## src/rtl/mac_rx_framer.sv

```systemverilog
// mac_rx_framer: GMII receive framer; strips preamble/SFD and emits an Avalon-ST style byte stream.
// Optional feature macro: MAC_RX_RUNT_CHECK_EN (flag frames shorter than P_MIN_FRAME).
`default_nettype none

module mac_rx_framer #(
  parameter int P_MAX_FRAME = 1522,
  parameter int P_MIN_FRAME = 64
) (
  input  logic       clk,
  input  logic       rst_n,
  input  logic       gmii_rx_dv,
  input  logic       gmii_rx_er,
  input  logic [7:0] gmii_rxd,
  output logic       stream_out_startofpacket,
  output logic       stream_out_endofpacket,
  output logic       stream_out_valid,
  output logic [7:0] stream_out_data,
  output logic       stream_out_error
);

  typedef enum logic [1:0] {
    S_IDLE     = 2'd0,
    S_PREAMBLE = 2'd1,
    S_DATA     = 2'd2,
    S_DROP     = 2'd3
  } state_t;

  localparam logic [7:0] C_PRE = 8'h55;
  localparam logic [7:0] C_SFD = 8'hD5;

  state_t      r_state;
  logic        r_dv;
  logic        r_er;
  logic [7:0]  r_rxd;
  logic        r_armed;
  logic        r_hold_vld;
  logic        r_hold_sop;
  logic [7:0]  r_hold_data;
  logic        r_first;
  logic        r_err;
  logic [15:0] r_cnt;

  logic w_more;
  logic w_long;
  logic w_runt;

  // A held byte is the last one unless the sample right behind it continues the frame.
  assign w_more = (r_state == S_DATA) && r_dv;
  assign w_long = {16'd0, r_cnt} > $unsigned(P_MAX_FRAME);

`ifdef MAC_RX_RUNT_CHECK_EN
  assign w_runt = {16'd0, r_cnt} < $unsigned(P_MIN_FRAME);
`else
  logic w_unused_min;
  assign w_unused_min = ^P_MIN_FRAME;
  assign w_runt = 1'b0;
`endif

  // Input register; r_armed stays low until the line has been seen idle after reset.
  always_ff @(posedge clk or negedge rst_n) begin
    if (!rst_n) begin
      r_dv    <= 1'b0;
      r_er    <= 1'b0;
      r_rxd   <= 8'd0;
      r_armed <= 1'b0;
    end else begin
      r_dv    <= gmii_rx_dv;
      r_er    <= gmii_rx_er;
      r_rxd   <= gmii_rxd;
      r_armed <= r_armed | ~gmii_rx_dv;
    end
  end

  always_ff @(posedge clk or negedge rst_n) begin
    if (!rst_n) begin
      r_state     <= S_IDLE;
      r_hold_vld  <= 1'b0;
      r_hold_sop  <= 1'b0;
      r_hold_data <= 8'd0;
      r_first     <= 1'b0;
      r_err       <= 1'b0;
      r_cnt       <= 16'd0;
    end else begin
      r_hold_vld <= 1'b0;
      case (r_state)
        S_IDLE, S_PREAMBLE: begin
          if (!r_dv) begin
            r_state <= S_IDLE;
          end else if (!r_armed) begin
            r_state <= S_DROP;
          end else if (r_rxd == C_PRE) begin
            r_state <= S_PREAMBLE;
          end else if (r_rxd == C_SFD) begin
            r_state <= S_DATA;
            r_first <= 1'b1;
            r_cnt   <= 16'd0;
            r_err   <= r_er;
          end else begin
            r_state <= S_DROP;
          end
        end
        S_DATA: begin
          if (!r_dv) begin
            r_state <= S_IDLE;
          end else begin
            r_hold_vld  <= 1'b1;
            r_hold_data <= r_rxd;
            r_hold_sop  <= r_first;
            r_first     <= 1'b0;
            r_err       <= r_err | r_er;
            if (r_cnt != 16'hFFFF) begin
              r_cnt <= r_cnt + 16'd1;
            end
          end
        end
        default: begin
          if (!r_dv) begin
            r_state <= S_IDLE;
          end
        end
      endcase
    end
  end

  always_ff @(posedge clk or negedge rst_n) begin
    if (!rst_n) begin
      stream_out_valid         <= 1'b0;
      stream_out_data          <= 8'd0;
      stream_out_startofpacket <= 1'b0;
      stream_out_endofpacket   <= 1'b0;
      stream_out_error         <= 1'b0;
    end else begin
      stream_out_valid         <= r_hold_vld;
      stream_out_data          <= r_hold_vld ? r_hold_data : 8'd0;
      stream_out_startofpacket <= r_hold_vld & r_hold_sop;
      stream_out_endofpacket   <= r_hold_vld & ~w_more;
      stream_out_error         <= r_hold_vld & ~w_more & (r_err | w_long | w_runt);
    end
  end

endmodule

`default_nettype wire

```

## config.mk

```make
export PLATFORM = sky130hd
export DESIGN_NAME = mac_rx_framer
export DESIGN_NICKNAME = d
export VERILOG_FILES = /design/src/rtl/mac_rx_framer.sv
export SDC_FILE = /design/constraint.sdc
export NUM_CORES = 1
export LEC_CHECK = 0
export CORE_AREA = 2 2 66 68
export CTS_BUF_LIST = sky130_fd_sc_hd__clkbuf_4 sky130_fd_sc_hd__clkbuf_8
export DETAILED_ROUTE_END_ITERATION = 7
export DIE_AREA = 0 0 68 70
export GPL_TIMING_DRIVEN = 0
export PLACE_DENSITY = 0.79
export SYNTH_ARGS = -nofsm -noshare
export SYNTH_HDL_FRONTEND = slang
export SYNTH_SLANG_ARGS = --single-unit
```

## constraint.sdc

```tcl
create_clock -name clk -period 2.5 [get_ports clk]
set_input_delay 0.375 -clock clk [delete_from_list [all_inputs] [get_ports clk]]
set_output_delay 0.375 -clock clk [all_outputs]
set_load 0.005 [all_outputs]
```

==> out/summary.md <==
The fraction of synthesis flops using an asynchronous set or reset pin is 1.00. The placer's final routability congestion estimate came out at 0.817. The largest individual stage delay along the critical path comes from the cell sky130_fd_sc_hd__a2111oi_1.

No sink is reached through more buffers than the 2 on the longest clock path. After routing the design area is 2680 um2. The dominant combinational cell family by area after synthesis was simple AND/OR/NAND/NOR gates. The overall routing resource usage was 0.204.

Time the worst path needs with I/O delays and setup: 2000 ps. In this run, post-CTS repair resized a total of 0 instances. For the reported leakage power, the log shows 0.00119 uW. The die covers 4760 um2. At the worst endpoint, the required time is 2750 ps. Synthesis handed over a netlist of 192 instances.

Power comes to 1760 uW. Buffers inserted during clock tree synthesis total 5. The number of nets with antenna violations after detailed routing was 0; the share of the clock period used by the worst path was 0.801.

Count of vias placed by the detailed router: 1572. The mean routed wirelength per cell came out at 15.3 um. The run gives 2 as the H-tree depth reported by CTS. Peak per-stage delay on the critical path: 450 ps.

TritonCTS built the clock tree. After synthesis, the cell types taking the most area are sky130_fd_sc_hd__dfrtp_1, sky130_fd_sc_hd__and2_1, sky130_fd_sc_hd__mux2_2. The tools report the effective utilization at floorplan as 0.546. In this run the power density over the cells is 655 nW/um2.

The sort of element at the start of the critical path was a flop. Buffers placed on the I/O ports in this run total 23. Clock latency on the worst-skew pair, taken at its later pin, is 320 ps. For the final database, setup skew stands at 8.71 ps. In this run, placement finished with an instance count of 268. The total overflow left after global routing is 0.

The routed design has 4.23 mm of wire. Area share of the largest cell type after synthesis: 0.586. The signal on the critical path passes through ha_1 -> and4_1 -> buf_6 -> and3_4 -> a2111oi_1 -> nor2_1 -> a31oi_1. The tools report the number of antenna repair diodes as 0. The final layout contains 238 nets.

The run finished with clean final reports. The XOR/XNOR share of the synthesized area is 0. The worst setup path is of the flop to flop kind. The share of synthesized cell area in and, or, nand and nor gates works out to 0.171.

Entering global routing, the biggest net connects 40 pins. After detailed routing, the number of remaining DRC violations is 0. In this run the mean area of a mapped cell was 11.8 um2.

The worst-case IR drop observed on VDD is 506 uV. The wire length of the first global-routing pass is 7.20 mm. The average via count per standard cell was 5.68; the vertical die dimension was 70 um. The run gives 0 as the count of endpoints failing setup in the final report. Share of synthesized area spent on multiplexers: 0.0503.

Relative to the synthesized area, the layout overhead comes to 18.5%. The tools report the clock tree root buffer cell as sky130_fd_sc_hd__clkbuf_8. After the flow finishes, the layout carries non-filler instances totaling 277.

The register clock-pin slew on the reported worst setup and hold paths is 100 ps, and the slew of the pin with the lowest slew margin is 475 ps. The number of hold violations in the final report came out at 0. By count the netlist is led by sky130_fd_sc_hd__dfrtp_1, sky130_fd_sc_hd__nand2_1, sky130_fd_sc_hd__and2_1, sky130_fd_sc_hd__a21oi_1, sky130_fd_sc_hd__nor2_1.

The width of the die came out at 68 um. The top-level port count came out at 24. Share of post-route cells with drive strength above 1: 0.160. Setup repair after global routing left no endpoint under its margin. In this run the standard cell core region covers 4140 um2. In this run, synthesis produced a sequential element count of 53. The tools report the headroom to the max-slew limit as 0.675. The number of antenna violations at the first check in global routing was 0; the count of TritonRoute iterations in the first routing pass was 4. The final number of max-transition violations is 0, and the post-synthesis share of cell area spent on full adders, half adders and majority gates is 0.0110. The logs give 2260 um2 for the synthesized area and 206 for the net count of the mapped netlist. Yosys printed 0 warnings. The count of unique library cells instantiated by Yosys is 48. The worst setup path is captured at a flop. Hold timing on the final database bottoms out at a slack of 480 ps. sky130_fd_sc_hd__dfrtp_1 is the most common cell in the netlist. The synthesized-area fraction occupied by ao, oa, aoi and oai cells works out to 0.138. The logs give 53 for the number of sinks driven by the clock tree and 1496 for the via count of the first global-routing pass. After floorplanning, the core was divided into 24 placement rows. The number of enable-type register cells in the synthesized netlist is 0, and the peak fanout along the critical path is 7. The most used flip-flop cell after synthesis is sky130_fd_sc_hd__dfrtp_1. The post-synthesis cell type with the largest combined area is sky130_fd_sc_hd__dfrtp_1. The worst hold path belongs to the class input pin to async pin. The violation count after the first detailed-route iteration is 142.

The maximum clock frequency came out at 500 MHz. Data on the critical path arrives at its endpoint at 2250 ps. The proportion of synthesized chip area in sequential cells is 0.586.

Summing all placed instances gives a cell area of 2570 um2. Max-cap violations in this run came to 0. Detailed placement finished with a half-perimeter wire length of 3.00 mm.
timing repair:
| action | CTS | global route |
|---|---|---|
| hold buffers | 1 | 0 |
| endpoints found under the hold margin | 14 | 0 |
| buffers inserted | 0 | 0 |
placed cells by master (no fill, tap or decap), types with 2 or more instances in the layout:
cell and count:
sky130_fd_sc_hd__o21ai_0 6, sky130_fd_sc_hd__dfrtp_1 53, sky130_fd_sc_hd__nand4_1 4, sky130_fd_sc_hd__a31oi_1 8, sky130_fd_sc_hd__buf_2 4, sky130_fd_sc_hd__and3_1 2, sky130_fd_sc_hd__nand3_1 4, sky130_fd_sc_hd__nand2b_1 2
sky130_fd_sc_hd__o21ba_2 2, sky130_fd_sc_hd__and2_1 13, sky130_fd_sc_hd__mux2i_1 2, sky130_fd_sc_hd__ha_1 2, sky130_fd_sc_hd__clkbuf_8 5, sky130_fd_sc_hd__buf_6 4, sky130_fd_sc_hd__nand2_1 14, sky130_fd_sc_hd__nor2_1 9
sky130_fd_sc_hd__nor3b_1 2, sky130_fd_sc_hd__inv_1 8, sky130_fd_sc_hd__o21ai_1 2, sky130_fd_sc_hd__mux2_2 7, sky130_fd_sc_hd__and4_1 3, sky130_fd_sc_hd__nor3_1 3, sky130_fd_sc_hd__o21a_1 3, sky130_fd_sc_hd__clkdlybuf4s50_1 22
sky130_fd_sc_hd__a21oi_1 11
cells by family (layout without fill, tap and decap cells):
group	Yosys count	in the layout
AOI/OAI and AO/OA	45	45
adders and majority gates	2	2
buffers and inverters	17	50
DFF	53	53
muxes	10	10
and+or+nand+nor	65	65
registers in the layout (all words and copies together) (netlist names), 2 cells and up:
signal	cells
r_state	2
r_rxd	8
r_cnt	16
r_hold_data	8
stream_out_data	8
area by class of cell:
type / count / area (um2)
Buffer: 9 / 71.3
Clock buffer: 5 / 68.8
Clock inverter: 3 / 28.8
Fill cell: 316 / 1460
Inverter: 8 / 30.0
Multi-Input combinational cell: 122 / 837
Sequential cell: 53 / 1330
Tap cell: 52 / 65.1
Timing Repair Buffer: 25 / 255
critical path: cells and delay by family, from the launching register on:
kind                       cells  cell delay, ps
buffers and inverters          1             140
DFF                            1             440
AOI/OAI and AO/OA              2             600
and+or+nand+nor                3             500
adders and majority gates      1             260
layer usage:
layer  GRT usage  wire length [um]  share of wire  up-vias
li1            -                 -              -      756
met1       0.283              1850           0.44      754
met2       0.302              2040           0.48       54
met3      0.0548               242          0.057        8
met4      0.0867                93          0.022        0
met5           0                 0              0        -
final timing paths:
| check | startpoint | end | slack [ps] | cells after the start |
|---|---|---|---|---|
| max | r_cnt[1]$_DFFE_PN0P_ | r_cnt[7]$_DFFE_PN0P_ | 500 | 7 |
| min | rst_n | r_er$_DFF_PN0_ | 480 | 2 |
| max reg2reg | r_cnt[1]$_DFFE_PN0P_ | r_cnt[7]$_DFFE_PN0P_ | 500 | 7 |
| min reg2reg | r_hold_sop$_DFFE_PN0P_ | r_hold_sop$_DFFE_PN0P_ | 480 | 2 |
| max in group asynchronous | rst_n | r_cnt[0]$_DFFE_PN0P_ | 1510 | 3 |
| min in group clk | r_hold_sop$_DFFE_PN0P_ | r_hold_sop$_DFFE_PN0P_ | 480 | 2 |
where the power goes:
group / internal, uW / switching [uW]
logic: 136 / 112
clock network: 210 / 307
registers: 937 / 55.1
total: 1280 / 475
per-stage QoR:
stage	worst slack [ps]	TNS [ps]	util
4_1_cts	502	0	0.647
6_report	498	0	0.647
2_1_floorplan	721	0	-
3_3_place_gp	-431	-22740	0.618
3_5_place_dp	566	0	0.621
5_1_grt	428	0	0.647
Power figures use the tool's default switching activity.
